[config.mk]
export PLATFORM = sky130hd
export DESIGN_NAME = tap_mac8
export DESIGN_NICKNAME = d
export VERILOG_FILES = /design/src/rtl/tap_mac8_pkg.sv /design/src/rtl/tap_mac8_coef_rf.sv /design/src/rtl/tap_mac8.sv
export SDC_FILE = /design/constraint.sdc
export NUM_CORES = 1
export LEC_CHECK = 0
export CORE_MARGIN = 8
export CORE_UTILIZATION = 40
export CTS_BUF_LIST = sky130_fd_sc_hd__clkbuf_4
export DETAILED_ROUTE_END_ITERATION = 7
export GPL_TIMING_DRIVEN = 0
export PLACE_DENSITY_LB_ADDON = 0.08
export SETUP_SLACK_MARGIN = 0.1
export SYNTH_ARGS = -nofsm -noshare
export SYNTH_HDL_FRONTEND = slang
export SYNTH_SLANG_ARGS = --single-unit
[constraint.sdc]
create_clock -name clk -period 19.2 [get_ports clk]
set_clock_uncertainty 0.05 [all_clocks]
set_input_delay 4.8 -clock clk [delete_from_list [all_inputs] [get_ports clk]]
set_output_delay 4.8 -clock clk [all_outputs]
set_load 0.01 [all_outputs]
[src/rtl/tap_mac8_pkg.sv]
// Shared definitions for the tap_mac8 multiply-accumulate scanner:
// FSM state encoding and default geometry constants.
package tap_mac8_pkg;

    localparam int DEF_N    = 8;
    localparam int DEF_C    = 8;
    localparam int DEF_TAPS = 8;
    localparam int DEF_AW   = $clog2(DEF_TAPS);

    typedef enum logic [1:0] {
        ST_IDLE = 2'd0,
        ST_SCAN = 2'd1,
        ST_DONE = 2'd2
    } state_t;

endpackage

[src/rtl/tap_mac8_coef_rf.sv]
// Coefficient register file: TAPS x C flops, synchronous write with
// enable, combinational read so the MAC sees the coefficient same-cycle.
module coef_rf #(
    parameter int C    = 8,
    parameter int TAPS = 8,
    parameter int AW   = 3
) (
    input  logic          clk,
    input  logic          rst,
    input  logic          we,
    input  logic [AW-1:0] wr_addr,
    input  logic [C-1:0]  wr_data,
    input  logic [AW-1:0] rd_addr,
    output logic [C-1:0]  rd_data
);

    logic [C-1:0] coef_q [TAPS];
    logic [C-1:0] coef_d [TAPS];

    generate
        for (genvar gi = 0; gi < TAPS; gi++) begin : g_entry
            always_comb begin
                coef_d[gi] = coef_q[gi];
                if (we && (wr_addr == AW'(gi))) begin
                    coef_d[gi] = wr_data;
                end
            end
        end
    endgenerate

    always_ff @(posedge clk) begin
        for (int i = 0; i < TAPS; i++) begin
            if (!rst) begin
                coef_q[i] <= '0;
            end else begin
                coef_q[i] <= coef_d[i];
            end
        end
    end

    assign rd_data = coef_q[rd_addr];

endmodule

[src/rtl/tap_mac8.sv]
// Scans TAPS taps of an upstream addressable shift register, accumulates
// coef[k]*tap[k] and presents the sum with a valid/ready handshake.
module tap_mac8
    import tap_mac8_pkg::*;
#(
    parameter int N    = DEF_N,
    parameter int C    = DEF_C,
    parameter int TAPS = DEF_TAPS,
    localparam int AW  = $clog2(TAPS),
    localparam int RW  = N + C + AW
) (
    input  logic          clk,
    input  logic          rst,
    input  logic          start,
    input  logic [N-1:0]  tap_in,
    output logic [AW-1:0] addr,
    output logic          busy,
    input  logic          coef_we,
    input  logic [AW-1:0] coef_addr,
    input  logic [C-1:0]  coef_data,
    output logic [RW-1:0] result,
    output logic          valid,
    input  logic          ready
);

    state_t        state_q, state_d;
    logic [AW-1:0] addr_q, addr_d;
    logic [AW:0]   cnt_q, cnt_d;
    logic [RW-1:0] acc_q, acc_d;
    logic [RW-1:0] result_q, result_d;
    logic          valid_q, valid_d;

    logic [AW-1:0]  coef_rd_addr;
    logic [C-1:0]   coef_rd;
    logic [N+C-1:0] prod;
    logic [RW-1:0]  acc_sum;
    logic           cnt_last;

    coef_rf #(
        .C    (C),
        .TAPS (TAPS),
        .AW   (AW)
    ) u_coef_rf (
        .clk     (clk),
        .rst     (rst),
        .we      (coef_we && (state_q == ST_IDLE)),
        .wr_addr (coef_addr),
        .wr_data (coef_data),
        .rd_addr (coef_rd_addr),
        .rd_data (coef_rd)
    );

    // tap_in lags addr by one cycle, so scan cycle k+1 pairs with coef[k]
    assign coef_rd_addr = cnt_q[AW-1:0] - AW'(1);
    assign prod         = (N+C)'(coef_rd) * (N+C)'(tap_in);
    assign acc_sum      = (cnt_q != '0) ? (acc_q + RW'(prod)) : acc_q;
    assign cnt_last     = (cnt_q == (AW+1)'(TAPS));

    always_comb begin
        state_d  = state_q;
        addr_d   = addr_q;
        cnt_d    = cnt_q;
        acc_d    = acc_q;
        result_d = result_q;
        valid_d  = valid_q;
        case (state_q)
            ST_IDLE: begin
                addr_d = '0;
                if (start) begin
                    state_d = ST_SCAN;
                    cnt_d   = '0;
                    acc_d   = '0;
                end
            end
            ST_SCAN: begin
                acc_d = acc_sum;
                cnt_d = cnt_q + (AW+1)'(1);
                if (addr_q != AW'(TAPS - 1)) begin
                    addr_d = addr_q + AW'(1);
                end
                if (cnt_last) begin
                    state_d  = ST_DONE;
                    result_d = acc_sum;
                    valid_d  = 1'b1;
                    addr_d   = '0;
                    cnt_d    = '0;
                end
            end
            ST_DONE: begin
                if (valid_q && ready) begin
                    state_d = ST_IDLE;
                    valid_d = 1'b0;
                end
            end
            default: begin
                state_d = ST_IDLE;
                addr_d  = '0;
                valid_d = 1'b0;
            end
        endcase
    end

    always_ff @(posedge clk) begin
        if (!rst) begin
            state_q  <= ST_IDLE;
            addr_q   <= '0;
            cnt_q    <= '0;
            acc_q    <= '0;
            result_q <= '0;
            valid_q  <= 1'b0;
        end else begin
            state_q  <= state_d;
            addr_q   <= addr_d;
            cnt_q    <= cnt_d;
            acc_q    <= acc_d;
            result_q <= result_d;
            valid_q  <= valid_d;
        end
    end

    assign addr   = addr_q;
    assign busy   = (state_q != ST_IDLE);
    assign result = result_q;
    assign valid  = valid_q;

endmodule

After elaboration in Yosys (flattened, before gate mapping). Memory sizes are Yosys's and may differ from the RTL's. Cells that the tools add are included. Widths: inputs -> output; s select.

Register bits after elaboration: 48. Memory bits (writable): 64. Input bits: 24. Output and inout port bits: 24. Logic and storage cells: 107. Memories: 1.

Add/sub/neg operators: 4. $mul: 1. Eq/ne operators: 23. Muxes and demuxes: 34. Bitwise operators: 10. Reduce and logical (&&, ||, !) cells: 28.

Memory list: u_coef_rf.coef_q (depth 8, bits a word 8, rd ports 1, clocked after memory_dff 0, write ports 8, line tap_mac8_coef_rf.sv:17) `logic [C-1:0] coef_q [TAPS];`.

Operators by type and width (number): $mux 8 (16); $mux 19 (2); $pmux 19 s2 (1); $reduce_and 2->1 (11); $add 19x16->19 (1); $mul 8x8->16 (1); $eq 3x3->1 const B (4); $logic_and 1x1->1 (10); $mux 4 (2); $ne 1x1->1 const B (8); $or 1x1->1 (8); $pmux 4 s2 (1); $eq 3x2->1 const B (2); $mux 2 (3); $mux 3 (2); $ne 2x2->1 const B (3); $ne 3x3->1 const B (2); $pmux 2 s3 (1); $pmux 3 s2 (1); $reduce_and 3->1 (2); $add 4x1->4 const B (1); $eq 4x4->1 const B (1); $mux 1 (4); $reduce_bool 2->1 (2); other kinds (10) (11).

Longest topological paths before layout.
Word-level depth: 6. Depth in mapped cells: 24. Gate-level depth less buffers: 20.

By module. From an unflattened synthesis, not the netlist that was laid out.

Cell total of the unflattened synthesis: 778. Area total of the unflattened synthesis: 7818.7 µm².

By module, submodules not included: tap_mac8 (times used 1, cells each 582, area each 4829.6 µm², seq. area each 960.9 µm²); coef_rf (times used 1, cells each 196, area each 2989.1 µm², seq. area each 1921.8 µm²).

Worst setup path after synthesis. No wires, ideal clock.

Kind: input to register. Start point: input tap_in[7]. End point: register acc_q[18]. Setup time: 95 ps. Data arrival time: 8604 ps. Data required time: 19055 ps. Setup slack: 10451 ps. Stages: 14. Buffers on the path: 0. Cell sequence: nor2b_1 > fa_1 > fa_1 > fa_1 > inv_1 > fa_1 > inv_1 > ha_1 > a21oi_1 > nand2_1 > o21ai_0 > o21ai_0 > a2111o_1 > o311ai_1.

Cells in the longest elaborated chain, start to end: 4.

Ends and longest elaborated chain: start, declared (line tap_mac8.sv:15) `input logic [N-1:0] tap_in,`; $mul 8x8->16 (line tap_mac8.sv:55) `assign prod = (N+C)'(coef_rd) * (N+C)'(tap_in);`; $add 19x16->19 (line tap_mac8.sv:56) `assign acc_sum = (cnt_q != '0) ? (acc_q + RW'(prod)) : acc_q;`; $mux 19 (line tap_mac8.sv:56); $pmux 19 s2 (line tap_mac8.sv:66) `case (state_q)`; end signal, assigned (line tap_mac8.sv:108) `acc_q <= '0;`; end signal, assigned (line tap_mac8.sv:115) `acc_q <= acc_d;`; end, declared (line tap_mac8.sv:29) `logic [RW-1:0] acc_q, acc_d;`.

No other way between the ends. A chain may end at the register's enable or synchronous reset.

Worst setup path after layout.
Start point: input tap_in[1]. End point: register result_q[13], in the netlist result[13].

Cells in the longest elaborated chain, start to end: 3.

Ends and longest elaborated chain: $mul 8x8->16 (line tap_mac8.sv:55); $add 19x16->19 (line tap_mac8.sv:56); $mux 19 (line tap_mac8.sv:56); end signal, assigned (line tap_mac8.sv:116) `result_q <= result_d;`; end, declared (line tap_mac8.sv:30) `logic [RW-1:0] result_q, result_d;`.

No other way between the ends.

==> impl_summary.log <==
[metrics] total count of hold-check failures in the final report: 0
[metrics] net count after synthesis: around 840
[metrics] count of flip-flops with a built-in enable after synthesis: 64
[metrics] yosys warns: 0
[metrics] maximum number of pins on one net before global-route repair: 20
[metrics] clock tree sinks: between 100 and 150
[metrics] vias in the first global route: 5,626
[metrics] flip-flop and latch count after synthesis: roughly 110
[metrics] P&R area growth vs syn: 12.4%
[metrics] via/cell ratio: about 5
[metrics] Post-CTS Setup Repair Bufs: 0
[metrics] placed wire-length estimate: around 14,000 microns
[metrics] clock-pin transition on the worst setup and hold timing paths: 0.18 ns
[metrics] clock buffer depth: 2
[metrics] arithmetic-cell share of the synthesized area counting full adders, half adders and majority gates: between 20% and 30%
[metrics] length of routed met2 wiring: 9680 microns
[metrics] Max Slew Vio Count: 0
[metrics] leading register cell type out of synthesis: edfxtp_1
[metrics] Critical path origin: tap_in[1]
[metrics] length of the first detailed-routing pass in iterations: 4
[metrics] startpoint of the worst-slack reg-to-reg timing path: cnt_q[0]
[metrics] master cell of the clock root buffer: clkbuf_4
[metrics] overall die area: between 20,000 and 25,000 sq um
[metrics] clock period minus worst slack: slightly above 9 ns
[metrics] htree depth: 3
[metrics] netlist area before placement: between 7000 and 8000 sq um
[metrics] main combinational cell family by area after synthesis: adder cells
[metrics] Std-Cell Core Area: 18,500 sq um
[metrics] Rel. slew slack: between 10% and 20%
[metrics] Worst Setup Path Type: in2reg
[metrics] number of buffers inserted by hold repair at cts: 0
[metrics] final routed DRC violation total: 0
[metrics] share of synthesized area spent on multiplexers: between 6 and 7%
[metrics] total track usage: 16.3%
[metrics] part of the cycle the worst path needs: 48.7%
[metrics] filler cell count in the final layout: about 1.8k
[metrics] Fin Setup TNS: 0 ns
[metrics] Worst setup EP type: register
[metrics] Rows: 50
[metrics] Pwr Total: 0.736 mW
[metrics] Fmax achieved: between 100 and 150 MHz
[metrics] routed len/inst: 17.6 microns
[metrics] required time of the worst setup path: around 20 ns
[metrics] area used by multi-input combinational logic: approximately 4100 sq um
[metrics] total of max-cap violations: 0
[metrics] highest routing layer actually used: met4
[metrics] minimum setup slack among reg-to-reg paths: between 10 and 15 ns
[metrics] proportion of layout cells with a drive suffix above 1: 6.50%
[metrics] number of vias after detailed routing: ~5.2k
[metrics] port buffer count: 47
[metrics] total leakage power: between 3 and 4 nW
[metrics] antenna violations before repair: 0
[metrics] power density of the placed cells: between 80 and 90 nW/um^2
[metrics] global-route wire length before repair: around 30,000 microns
[metrics] number of failing setup endpoints in the final timing report: 0
[metrics] instance count of the mapped netlist: 720
[metrics] Placer Congestion: 0.783
[metrics] top fanout value on the critical path: 8
[metrics] Worst Hold Class: reg2reg
[metrics] transition at the pin with the smallest max-transition slack: between 1 and 1.5 ns
[metrics] utilization of the core after routing: a little under half
[metrics] RSZ-0062 raised after global routing: no
[metrics] number of I/O pins: 48
[metrics] kind of start point of the critical path: primary input
[metrics] WL met3: ~600 microns
[metrics] Sequential Area: approximately 2900 sq um
[metrics] Arrival @ worst endpoint: slightly below 10 ns
[metrics] wirelength, routed: 17,900 microns
[metrics] CTS tree: done
[metrics] total clock buffers created by CTS: 9
[metrics] worst voltage drop across the vdd grid: approximately 0.042 mV
[metrics] basic-gate share of the synthesized area counting and, or, nand and nor cells: about 18%
[metrics] xor and xnor fraction of the mapped netlist area: 1.51%
[metrics] Synth Area per Inst: around 10 sq um
[metrics] wl on met1: roughly 7500 microns
[metrics] portion of the post-synthesis area used by sequential elements: 38.7%
[metrics] clock latency on the worst-skew pair: 0.50 ns
[metrics] total global routing overflow: 0
[metrics] Ant. Diodes: 0
[metrics] DRC violation total after the first TritonRoute iteration: 279
[metrics] initial core utilization: 40.3%
[metrics] Yosys cell types: 54
[metrics] synthesized-area fraction occupied by ao, oa, aoi and oai cells: under 10%
[metrics] Async S/R FF share, synth: 0%
[metrics] result of the run: finished, final reports clean
[metrics] count of nets left with antenna violations after detail routing: 0
[metrics] number of nets in the layout: 900
[metrics] min-delay src: result[11]
[metrics] cells resized by post-CTS repair: 0
[metrics] Die Y: approximately 150 microns
[metrics] Die X-Extent: between 150 and 200 microns
## logic make-up after synthesis
kind of cell    after synthesis
simple gates                249
buf+inv                     116
compound gates              112
flops                       112
fa+ha+maj                    95
mux                          24
xor+xnor                     12
## synthesized netlist by cell type (all sizes together), types with 2 or more instances
| master | n | share of area, % |
|---|---|---|
| inv | 99 | 5.0 |
| and2 | 76 | 6.4 |
| nand2 | 66 | 3.3 |
| edfxtp | 64 | 26 |
| fa | 50 | 13 |
| dfxtp | 48 | 13 |
| ha | 45 | 7.6 |
| nor2 | 38 | 1.9 |
| a21oi | 37 | 2.5 |
| o21ai | 34 | 2.3 |
| nor2b | 29 | 2.4 |
| mux4 | 16 | 4.8 |
| nand2b | 16 | 1.3 |
| a22oi | 10 | 1.0 |
| buf | 8 | 0.67 |
| clkbuf | 8 | 0.40 |
| nand3 | 8 | 0.54 |
| xnor2 | 7 | 0.82 |
| a211oi | 6 | 0.60 |
| a21o | 6 | 0.62 |
| mux2i | 5 | 0.77 |
| xor2 | 5 | 0.69 |
| mux2 | 3 | 0.45 |
| nor3 | 3 | 0.20 |
| o21bai | 3 | 0.30 |
| or3 | 3 | 0.25 |
| a221oi | 2 | 0.24 |
| a31oi | 2 | 0.17 |
| and3b | 2 | 0.24 |
| nand3b | 2 | 0.20 |
| nand4 | 2 | 0.17 |
| o211ai | 2 | 0.20 |
## layer usage
metal / vias up / GRT usage [%]
li1: 2529 / -
met1: 2631 / 18.6
met2: 71 / 30.7
met3: 13 / 2.98
met4: 0 / 3.91
met5: - / 0
## metrics by stage
| step | hold WS, ns | setup WS [ns] | cells | instance area (sq um) |
|---|---|---|---|---|
| floorplan | 0.375 | 10.45 | 720 | 7450 |
| global placement | 0.393 | 9.33 | 1001 | 8220 |
| detailed placement | 0.398 | 9.33 | 1003 | 8230 |
| CTS | 0.415 | 9.86 | 1018 | 8370 |
| global route | 0.434 | 9.68 | 1019 | 8380 |
| finish | 0.412 | 9.86 | 1019 | 8380 |
## flip-flops by register name, indices dropped and copies added, names as in the netlist
name	cells
addr	3
acc_q	19
state_q	2
valid	1
cnt_q	4
result	19
u_coef_rf.coef_q	64
## report_power, final
group / switching [mW] / total, mW / leakage, nW / internal [mW]
combinational: 0.216 / 0.346 / 2.35 / 0.130
clock: 0.0830 / 0.124 / 0.0802 / 0.0414
sequential: 0.00360 / 0.266 / 1.05 / 0.262
total: 0.302 / 0.736 / 3.48 / 0.434
## final timing paths
check          endpoint  cells past startpoint
max          result[13]                     17
min          result[11]                      2
max reg2reg  result[13]                     23
min reg2reg  result[11]                      2
## critical path, cell delays in order
cell             delay, ns
clkdlybuf4s50_1       0.70
nand2b_1              0.13
fa_1                  0.51
inv_1                 0.04
ha_1                  0.28
ha_1                  0.28
inv_1                 0.05
fa_1                  0.55
inv_1                 0.05
ha_1                  0.24
fa_1                  0.44
a211oi_1              0.36
nor4b_1               0.13
nor2_1                0.18
and3b_1               0.20
o31ai_1               0.53
o21ai_0               0.19
## cells in the final DEF, fill, tap and decap left out, types with 3 or more instances in the layout
| cell type | n |
|---|---|
| a22oi_1 | 10 |
| mux2i_1 | 3 |
| mux4_2 | 16 |
| ha_1 | 45 |
| nand2b_1 | 16 |
| a211oi_1 | 6 |
| dfxtp_1 | 48 |
| a21oi_1 | 36 |
| inv_1 | 99 |
| mux2_2 | 3 |
| clkdlybuf4s50_1 | 47 |
| clkbuf_1 | 8 |
| nor2b_1 | 29 |
| o21ai_0 | 31 |
| xnor2_1 | 7 |
| clkbuf_4 | 9 |
| or3_1 | 3 |
| a21o_1 | 5 |
| fa_1 | 50 |
| and2_1 | 76 |
| xor2_1 | 4 |
| nand3_1 | 8 |
| edfxtp_1 | 64 |
| nor2_1 | 37 |
| buf_2 | 6 |
| o21ai_1 | 3 |
| nor3_1 | 3 |
| o21bai_1 | 3 |
| nand2_1 | 66 |
## cell type report
class	instances	share of cell area, %
sequential	112	34.4
clock buffer	9	0.806
clock inverter	6	0.896
inverter	100	4.48
timing repair buffer	50	5.82
multi-input combinational	492	49.1
tap	234	3.49
buffer	16	0.956
No activity file was read; power rests on OpenSTA's default activity.
